==> src/rtl/pc_fetch_if.sv <==
// -----------------------------------------------------------------------------
// pc_fetch_if
// Bundles the handshake signals around the PC/fetch sequencer:
//   - instruction memory request  (valid/ready, address)
//   - instruction memory response (valid-only, data, error)
//   - decode handoff              (valid/ready, instruction, PC, fault cause)
//   - control from the core       (halt, computed next PC)
// Signal suffixes are written from the fetch unit's point of view:
// *_i is driven by the environment, *_o is driven by pc_fetch.
// Modports:
//   master : the fetch unit (pc_fetch)
//   slave  : the environment (memory model, decode stage, next-PC logic)
// -----------------------------------------------------------------------------
interface pc_fetch_if #(
  parameter int CPU_WIDTH = 32
);
  // core control
  logic                 halt_i;
  logic [CPU_WIDTH-1:0] next_pc_i;

  // instruction memory request
  logic                 imem_req_valid_o;
  logic                 imem_req_ready_i;
  logic [CPU_WIDTH-1:0] imem_req_addr_o;

  // instruction memory response
  logic                 imem_resp_valid_i;
  logic [31:0]          imem_resp_data_i;
  logic                 imem_resp_err_i;

  // decode handoff
  logic                 inst_valid_o;
  logic                 inst_ready_i;
  logic [31:0]          inst_o;
  logic [CPU_WIDTH-1:0] curr_pc_o;
  logic [1:0]           fault_cause_o;

  modport master (
    input  halt_i, next_pc_i,
    input  imem_req_ready_i,
    input  imem_resp_valid_i, imem_resp_data_i, imem_resp_err_i,
    input  inst_ready_i,
    output imem_req_valid_o, imem_req_addr_o,
    output inst_valid_o, inst_o, curr_pc_o, fault_cause_o
  );

  modport slave (
    output halt_i, next_pc_i,
    output imem_req_ready_i,
    output imem_resp_valid_i, imem_resp_data_i, imem_resp_err_i,
    output inst_ready_i,
    input  imem_req_valid_o, imem_req_addr_o,
    input  inst_valid_o, inst_o, curr_pc_o, fault_cause_o
  );
endinterface

==> src/rtl/pc_fetch.sv <==
// -----------------------------------------------------------------------------
// pc_fetch
// Architectural PC register and instruction fetch sequencer.
// Holds the current PC, fetches the instruction at that PC from instruction
// memory, hands it to decode together with its PC, and loads the next PC
// computed by the next-PC logic when decode accepts the instruction.
//
// Ports:
//   clk    : core clock
//   rst_n  : asynchronous active-low reset
//   bus    : pc_fetch_if.master
//     halt_i            suppress new fetch requests while high
//     next_pc_i         computed next PC, sampled on decode accept
//     imem_req_valid_o  fetch request valid
//     imem_req_ready_i  memory accepts request
//     imem_req_addr_o   fetch address (always the registered PC)
//     imem_resp_valid_i response valid (one cycle per request)
//     imem_resp_data_i  fetched instruction
//     imem_resp_err_i   access error, qualified by imem_resp_valid_i
//     inst_valid_o      instruction valid to decode
//     inst_ready_i      decode accepts instruction
//     inst_o            instruction
//     curr_pc_o         PC of the current instruction
//     fault_cause_o     0 none, 1 misaligned target, 2 access error
//
// Sequence per instruction: FETCH (request) -> WAIT (response) -> HOLD
// (present to decode). BOOT is a single quiet cycle after reset release.
// -----------------------------------------------------------------------------
module pc_fetch #(
  parameter int                   CPU_WIDTH = 32,
  parameter logic [CPU_WIDTH-1:0] RESET_PC  = 32'h8000_0000,
  parameter logic [31:0]          NOP_INST  = 32'h0000_0013
) (
  input  logic         clk,
  input  logic         rst_n,
  pc_fetch_if.master   bus
);

  localparam logic [1:0] S_BOOT  = 2'd0;
  localparam logic [1:0] S_FETCH = 2'd1;
  localparam logic [1:0] S_WAIT  = 2'd2;
  localparam logic [1:0] S_HOLD  = 2'd3;

  localparam logic [1:0] FAULT_NONE = 2'd0;
  localparam logic [1:0] FAULT_MISA = 2'd1;
  localparam logic [1:0] FAULT_ACC  = 2'd2;

  logic [1:0]           state_q, state_d;
  logic [CPU_WIDTH-1:0] pc_q,    pc_d;
  logic [31:0]          inst_q,  inst_d;
  logic [1:0]           fault_q, fault_d;
  // Set while a request is on the bus but not yet accepted; keeps the
  // request asserted even if halt_i rises before the handshake completes.
  logic                 pend_q,  pend_d;

  logic                 req_valid;

  // ---- next-state logic ----
  always_comb begin
    state_d   = state_q;
    pc_d      = pc_q;
    inst_d    = inst_q;
    fault_d   = fault_q;
    pend_d    = pend_q;
    req_valid = 1'b0;

    case (state_q)
      S_BOOT: begin
        pend_d  = 1'b0;
        state_d = S_FETCH;
      end

      S_FETCH: begin
        req_valid = pend_q || !bus.halt_i;
        if (req_valid) begin
          if (bus.imem_req_ready_i) begin
            pend_d  = 1'b0;
            state_d = S_WAIT;
          end else begin
            pend_d  = 1'b1;
          end
        end
      end

      S_WAIT: begin
        // Minimum memory latency is one cycle, so a response can only be
        // for the request accepted on entry to this state.
        if (bus.imem_resp_valid_i) begin
          inst_d  = bus.imem_resp_err_i ? NOP_INST : bus.imem_resp_data_i;
          fault_d = bus.imem_resp_err_i ? FAULT_ACC : FAULT_NONE;
          state_d = S_HOLD;
        end
      end

      S_HOLD: begin
        if (bus.inst_ready_i) begin
          // next_pc_i is taken verbatim; wrap is the next-PC logic's job.
          pc_d = bus.next_pc_i;
          if (bus.next_pc_i[1:0] == 2'b00) begin
            state_d = S_FETCH;
          end else begin
            // Misaligned target: never fetched, presented as a faulting NOP
            // at the target PC so the exception path sees the bad address.
            inst_d  = NOP_INST;
            fault_d = FAULT_MISA;
          end
        end
      end

      default: begin
        state_d = S_BOOT;
      end
    endcase
  end

  // ---- state registers ----
  always_ff @(posedge clk or negedge rst_n) begin
    if (!rst_n) begin
      state_q <= S_BOOT;
      pc_q    <= RESET_PC;
      inst_q  <= NOP_INST;
      fault_q <= FAULT_NONE;
      pend_q  <= 1'b0;
    end else begin
      state_q <= state_d;
      pc_q    <= pc_d;
      inst_q  <= inst_d;
      fault_q <= fault_d;
      pend_q  <= pend_d;
    end
  end

  // ---- outputs ----
  // All valids decode from the registered state, so they drop the instant
  // rst_n is asserted without waiting for a clock edge.
  assign bus.imem_req_valid_o = req_valid;
  assign bus.imem_req_addr_o  = pc_q;
  assign bus.inst_valid_o     = (state_q == S_HOLD);
  assign bus.inst_o           = inst_q;
  assign bus.curr_pc_o        = pc_q;
  assign bus.fault_cause_o    = fault_q;

endmodule

==> src/flat_wrapper.sv <==
// flat-port wrapper written by rule: the top's interface ports become plain ports
module pc_fetch_flat 
#(
  parameter int                   CPU_WIDTH = 32,
  parameter logic [CPU_WIDTH-1:0] RESET_PC  = 32'h8000_0000,
  parameter logic [31:0]          NOP_INST  = 32'h0000_0013
)
  (clk, rst_n, bus_halt_i, bus_next_pc_i, bus_imem_req_ready_i, bus_imem_resp_valid_i, bus_imem_resp_data_i, bus_imem_resp_err_i, bus_inst_ready_i, bus_imem_req_valid_o, bus_imem_req_addr_o, bus_inst_valid_o, bus_inst_o, bus_curr_pc_o, bus_fault_cause_o);
  pc_fetch_if #(.CPU_WIDTH(CPU_WIDTH)) bus_i ();
  input  logic clk;
  input  logic rst_n;
  input wire logic [$bits(bus_i.halt_i)-1:0] bus_halt_i;
  input wire logic [$bits(bus_i.next_pc_i)-1:0] bus_next_pc_i;
  input wire logic [$bits(bus_i.imem_req_ready_i)-1:0] bus_imem_req_ready_i;
  input wire logic [$bits(bus_i.imem_resp_valid_i)-1:0] bus_imem_resp_valid_i;
  input wire logic [$bits(bus_i.imem_resp_data_i)-1:0] bus_imem_resp_data_i;
  input wire logic [$bits(bus_i.imem_resp_err_i)-1:0] bus_imem_resp_err_i;
  input wire logic [$bits(bus_i.inst_ready_i)-1:0] bus_inst_ready_i;
  output wire logic [$bits(bus_i.imem_req_valid_o)-1:0] bus_imem_req_valid_o;
  output wire logic [$bits(bus_i.imem_req_addr_o)-1:0] bus_imem_req_addr_o;
  output wire logic [$bits(bus_i.inst_valid_o)-1:0] bus_inst_valid_o;
  output wire logic [$bits(bus_i.inst_o)-1:0] bus_inst_o;
  output wire logic [$bits(bus_i.curr_pc_o)-1:0] bus_curr_pc_o;
  output wire logic [$bits(bus_i.fault_cause_o)-1:0] bus_fault_cause_o;
  assign bus_i.halt_i = bus_halt_i;
  assign bus_i.next_pc_i = bus_next_pc_i;
  assign bus_i.imem_req_ready_i = bus_imem_req_ready_i;
  assign bus_i.imem_resp_valid_i = bus_imem_resp_valid_i;
  assign bus_i.imem_resp_data_i = bus_imem_resp_data_i;
  assign bus_i.imem_resp_err_i = bus_imem_resp_err_i;
  assign bus_i.inst_ready_i = bus_inst_ready_i;
  assign bus_imem_req_valid_o = bus_i.imem_req_valid_o;
  assign bus_imem_req_addr_o = bus_i.imem_req_addr_o;
  assign bus_inst_valid_o = bus_i.inst_valid_o;
  assign bus_inst_o = bus_i.inst_o;
  assign bus_curr_pc_o = bus_i.curr_pc_o;
  assign bus_fault_cause_o = bus_i.fault_cause_o;
  pc_fetch #(.CPU_WIDTH(CPU_WIDTH), .RESET_PC(RESET_PC), .NOP_INST(NOP_INST)) u_core (.clk(clk), .rst_n(rst_n), .bus(bus_i));
endmodule
==> config.mk <==
export PLATFORM = sky130hd
export DESIGN_NAME = pc_fetch_flat
export DESIGN_NICKNAME = d
export VERILOG_FILES = /design/src/rtl/pc_fetch_if.sv /design/src/rtl/pc_fetch.sv /design/src/flat_wrapper.sv
export SDC_FILE = /design/constraint.sdc
export NUM_CORES = 1
export LEC_CHECK = 0
export BUFFER_PORTS_ARGS = -buffer_cell sky130_fd_sc_hd__buf_2
export CORE_MARGIN = 5
export CORE_UTILIZATION = 30
export CTS_BUF_LIST = sky130_fd_sc_hd__clkbuf_8 sky130_fd_sc_hd__clkbuf_16
export CTS_CLUSTER_DIAMETER = 80
export DETAILED_ROUTE_END_ITERATION = 10
export SETUP_SLACK_MARGIN = 0.05
export SLEW_MARGIN = 5
export SYNTH_ARGS = -nofsm -noshare
export SYNTH_HDL_FRONTEND = slang
export SYNTH_SLANG_ARGS = --single-unit
export TNS_END_PERCENT = 10
==> constraint.sdc <==
create_clock -name clk -period 2.21 [get_ports clk]
set_clock_uncertainty 0.05 [all_clocks]
set_input_delay 0.3315 -clock clk [delete_from_list [all_inputs] [get_ports clk]]
set_output_delay 0.3315 -clock clk [all_outputs]
set_load 0.02 [all_outputs]
### Yosys cells after proc, flatten, opt, wreduce, memory -nomap -nowiden

Cells that the tools add are included.

* equal/unequal tests: 9
* mux-type cells: 20
* reductions and logical operators: 10

Operators by type and width (number)
* 32-bit two-way mux: 4
* 32-bit case mux with 2 select lines: 1
* 2-bit two-way mux: 9
* 2-bit inequality test (second input constant): 4
* 2-bit case mux with 4 select lines: 1
* 5-bit AND reduction: 1
* 2-bit equality test (second input constant): 2
* 2-bit logical NOT: 2
* 2-bit by 1-bit inequality test with 1-bit output (second input constant): 2
* 2-bit case mux with 2 select lines: 1
* 2-bit AND reduction: 2
* 4-bit AND reduction: 1
* 2-bit nonzero test: 2
* 1-bit two-way mux: 3
* 2-bit by 1-bit equality test with 1-bit output (second input constant): 1
* 1-bit case mux with 2 select lines: 1
* 1-bit logical NOT: 1
* 1-bit logical OR: 1

* flip-flop bits (word level): 69
* input bits: 71
* output and inout bits: 100
* logic and storage cells: 44

### Logic depth before layout (Yosys ltp)

* depth in word-level cells: 4
* gate-level depth with buffers: 8
* mapped depth without buffers: 6

### Least setup slack after synthesis

OpenSTA, ideal clock, no wires.

* path kind: register to register
* from: reg u_core.state_q[0]
* to: reg u_core.fault_q[0] (netlist: u_core.bus.fault_cause_o[0])
* setup time: 0.125 ns
* arrival: 1.786 ns
* data required time: 2.035 ns
* path slack: 0.250 ns
* cell stages (with the launch flop): 5
* buffers on the path: 1
* period minus slack after synthesis: 1.960 ns
* path through: dfrtp_1 > ha_1 > a222oi_1 > buf_4 > mux2_2

* word-level cells in the longest chain between the ends: 3
* elaborated cells on any way between the ends: 8
* those cells by class: eq/ne (5); mux (1); reduce/logical (2)

Ends and longest elaborated chain
* from (decl): line pc_fetch.sv:48 `logic [1:0] state_q, state_d;`
* from (signal assigned): line pc_fetch.sv:125 `state_q <= state_d;`
* 2-bit equality test (*)
* net bus_inst_valid_o: line flat_wrapper.sv:21 `output wire logic [$bits(bus_i.inst_valid_o)-1:0] bus_inst_valid_o;`
* 2-bit inequality test (no source line) / 2-bit nonzero test (equally long branches)
* 4-bit AND reduction (no source line)
* to (signal assigned): line pc_fetch.sv:128 `fault_q <= fault_d;`
* to (decl): line pc_fetch.sv:51 `logic [1:0] fault_q, fault_d;`

Mark *: on every way through the listed nets, which the timed path passes. The rest lies on a longest branch.
A chain may end at the register's enable or synchronous reset.

### Final worst setup path

* from: reg u_core.state_q[0]
* to: reg u_core.inst_q[22] (netlist: u_core.bus.inst_o[22])

* word-level cells in the longest chain between the ends: 3
* elaborated cells on any way between the ends: 8
* those cells by class: eq/ne (5); mux (1); reduce/logical (2)

Ends and longest elaborated chain
* 2-bit equality test: line pc_fetch.sv:67 `case (state_q)`
* 2-bit inequality test (no source line) / 2-bit nonzero test (equally long branches)
* 4-bit AND reduction (no source line)
* to (signal assigned): line pc_fetch.sv:127 `inst_q <= inst_d;`
* to (decl): line pc_fetch.sv:50 `logic [31:0] inst_q, inst_d;`

Parallel ways exist; a longest one is shown, timed or not.

==> metrics.md <==
| Metric | Value |
|---|---|
| Outcome | `finished clean` |
| Worst Hold Endpoint | `u_core.pend_q` |
| Vias in the first global route | `2442` |
| Root Buffer Master | `clkbuf_8` |
| Gr busiest metal | `met2` |
| First-pass GRT wire length | `12230 µm` |
| CTS tree | `yes` |
| Pwr per Cell Area | `1648 mW/mm²` |
| Fin. Hold Viols | `0` |
| Most common cell in the synthesized netlist | `dfrtp_1` |
| Post-Synthesis Cells | `274` |
| Slowest stage delay, CP | `0.43 ns` |
| Crit path time final | `2.043 ns` |
| Routed WL | `7463 µm` |
| Mapped cell area | `0.003083 mm²` |
| GR Util met1 | `0.1468` |
| RSZ-0062 raised after global routing | `false` |
| FF-to-FF End | `u_core.bus.inst_o[22]` |
| Synth cell types | `23` |
| Max IR drop VDD | `0.0005093 V` |
| Clock sink total | `69` |
| Reg2reg start | `u_core.state_q[0]` |
| Hold Crit Class | `in -> reg` |
| Setup crit start kind | `flip-flop` |
| Core area | `0.01018 mm²` |
| Clk Latency, worst-skew pair | `0.34 ns` |
| Hpwl dp | `5562 µm` |
| Yosys warns | `0` |
| Grt ovf | `0` |
| Layout cells sized above 1 | `0.5506` |
| Area leader, netlist | `dfrtp_1` |
| Antenna-violating nets left | `0` |
| M2 GR Usage | `0.1990` |
| Synthesized Nets | `351` |
| Final instance area | `0.004088 mm²` |
| Ranking of synthesized cells by area | `dfrtp_1 (53%), mux2_2 (12%), buf_4 (8.0%), nand3_1 (4.9%), inv_1 (4.4%)` |
| Worst Tran Pin Value | `0.4621 ns` |
| Hold path depth | `2` |
| Area delta synth->final | `32.59%` |
| Deepest clock path buffer count | `2` |
| Largest net degree at the start of global routing | `47` |
| First-pass DRT Iterations | `4` |
| Synth Flop Type | `dfrtp_1` |
| # setup viols final | `0` |
| Net count reported at finish | `497` |
| I/O Pins | `171` |
| CP endpoint kind | `flip-flop` |
| Top cell type's share of synthesized area | `0.5276` |
| Final setup margin | `0.1669 ns` |
| Yosys reg bits | `69` |
| Chip width | `111.4 µm` |
| Sequential share of the synthesized area | `0.5617` |
| Die Footprint | `0.01240 mm²` |
| DRC | `0` |
| Initial Util | `0.3027` |
| CP max-delay cell | `dfrtp_1` |
| Fin crit share | `0.9245` |
| Worst Hold Slack | `0.1564 ns` |
| GPL Wtd Cong | `0.7553` |
| Final setup TNS | `0 ns` |
| Htree depth | `3` |
| GRT Overall Usage | `0.1232` |
| Initial antenna violation count | `0` |
| Crit Path Class | `reg -> reg` |
| I/O Buffers | `170` |
| Post-DP Area | `0.003867 mm²` |
| EDFF count, synth | `0` |
| Ordered cell list for the critical path | `ha_1 > nand2b_1 > a222oi_1 > clkbuf_8 > buf_12 > nand3_1 > o21ai_0` |
| Slew margin rel. | `0.6919` |
| Die Y | `111.4 µm` |
| Initial drt markers | `89` |
| Wire length per cell | `13.30 µm` |
| Synth top cells by count | `dfrtp_1 (65), inv_1 (36), mux2_2 (34), buf_4 (33), nand3_1 (30)` |
| GRT met3 Usage | `0.04130` |
| Avg Cell Area, Syn | `11.25 µm²` |
| Number of diodes | `0` |
| Worst Reg-to-Reg Cells | `7` |
| Inserted Clock Buffers | `9` |
| Leak pwr | `2.126 nW` |
| Max Cap Viol | `0` |
| Fin. max-slew vios | `0` |
| Arrival time worst endpoint | `2.24 ns` |
| FP Rows | `37` |
| Via count | `2422` |
| Hold path start | `bus_halt_i` |
| CTS clk-pin slew, worst paths | `0.07 ns` |
| Async set-reset flop share out of synthesis | `1.000` |
| Achievable frequency | `0.4895 GHz` |
| Dpl ws | `0.1377 ns` |
| WP data required | `2.40 ns` |
| Via density | `4.317` |
| Worst-path maximum fanout | `46` |
| Reg2reg setup slack | `0.17 ns` |
critical path: cells and delay by family (launching register included):
family,cells,cell delay [ns]
fa+ha+maj,1,0.26
buf+inv,2,0.44
simple gates,2,0.25
compound gates,2,0.50
flops,1,0.43
per-layer routing:
metal / vias up / wire, µm
li1: 1161 / -
met1: 1144 / 2993
met2: 104 / 3658
met3: 13 / 638
met4: 0 / 172
met5: - / 0
per-stage QoR:
| stage | util | total power [mW] | instances |
|---|---|---|---|
| final | 0.4014 | 6.735 | 561 |
| after global routing | 0.4014 | 7.241 | 561 |
| after CTS | 0.3975 | 6.770 | 557 |
| after detailed placement | 0.3797 | 5.836 | 540 |
| after global placement | 0.3797 | 5.770 | 540 |
| after floorplan | - | 4.989 | 274 |
cell type report:
cell class                      count  area [µm²]
Timing Repair Buffer              180       974.7
Fill cell                        1041        6097
Sequential cell                    69        1732
Clock buffer                       11       151.4
Clock inverter                      5       20.02
Multi-Input combinational cell    124       904.6
Inverter                           36       135.1
Tap cell                          136       170.2
worst max-delay path by stage:
stage,from,to,slack (ns),depth (start not counted)
2_1_floorplan,u_core.state_q[0],u_core.bus.fault_cause_o[0],0.25,4
3_3_place_gp,u_core.state_q[0],u_core.bus.inst_o[23],0.26,6
3_5_place_dp,u_core.state_q[0],u_core.bus.inst_o[22],0.14,6
4_1_cts,u_core.state_q[0],u_core.bus.inst_o[22],0.12,6
5_1_grt,u_core.state_q[0],u_core.bus.inst_o[22],0.06,7
6_report,u_core.state_q[0],u_core.bus.inst_o[22],0.17,7
timing repair:
item / CTS / global route
setup endpoints to repair: 0 / 21
resized for setup: 0 / 2
hold buffers: 1 / 0
hold endpoints to repair: 29 / 0
setup buffers: 0 / 3
report_power, final:
group | switching [mW] | internal [mW]
sequential | 0.356 | 1.89
combinational | 2.23 | 1.36
clock | 0.442 | 0.451
flip-flops by register name, indices dropped and copies added (netlist names):
register / flops
u_core.pend_q: 1
u_core.bus.curr_pc_o: 32
u_core.bus.inst_o: 32
u_core.state_q: 2
u_core.bus.fault_cause_o: 2
logic make-up (layout without fill, tap and decap cells):
logic type      Yosys count  after routing  share of synthesized area
simple gates             44             44                    0.07021
mux                      35             35                     0.1274
compound gates           39             39                    0.06981
fa+ha+maj                 6              6                    0.02435
buf+inv                  81            232                     0.1465
flops                    69             69                     0.5617
cells in the final DEF (no fill, tap or decap), types with 3 or more instances in the layout:
master / instances
buf_2: 169
dfrtp_1: 65
inv_1: 40
mux2_2: 34
nand3_1: 30
o21ai_0: 27
clkbuf_8: 12
o21ai_1: 6
ha_1: 5
buf_4: 5
dfstp_2: 4
nand2b_1: 3
nand2_1: 3
nor3_1: 3
nor2_1: 3
a21oi_2: 3
buf_12: 3
(Power assumes the default switching activity.)
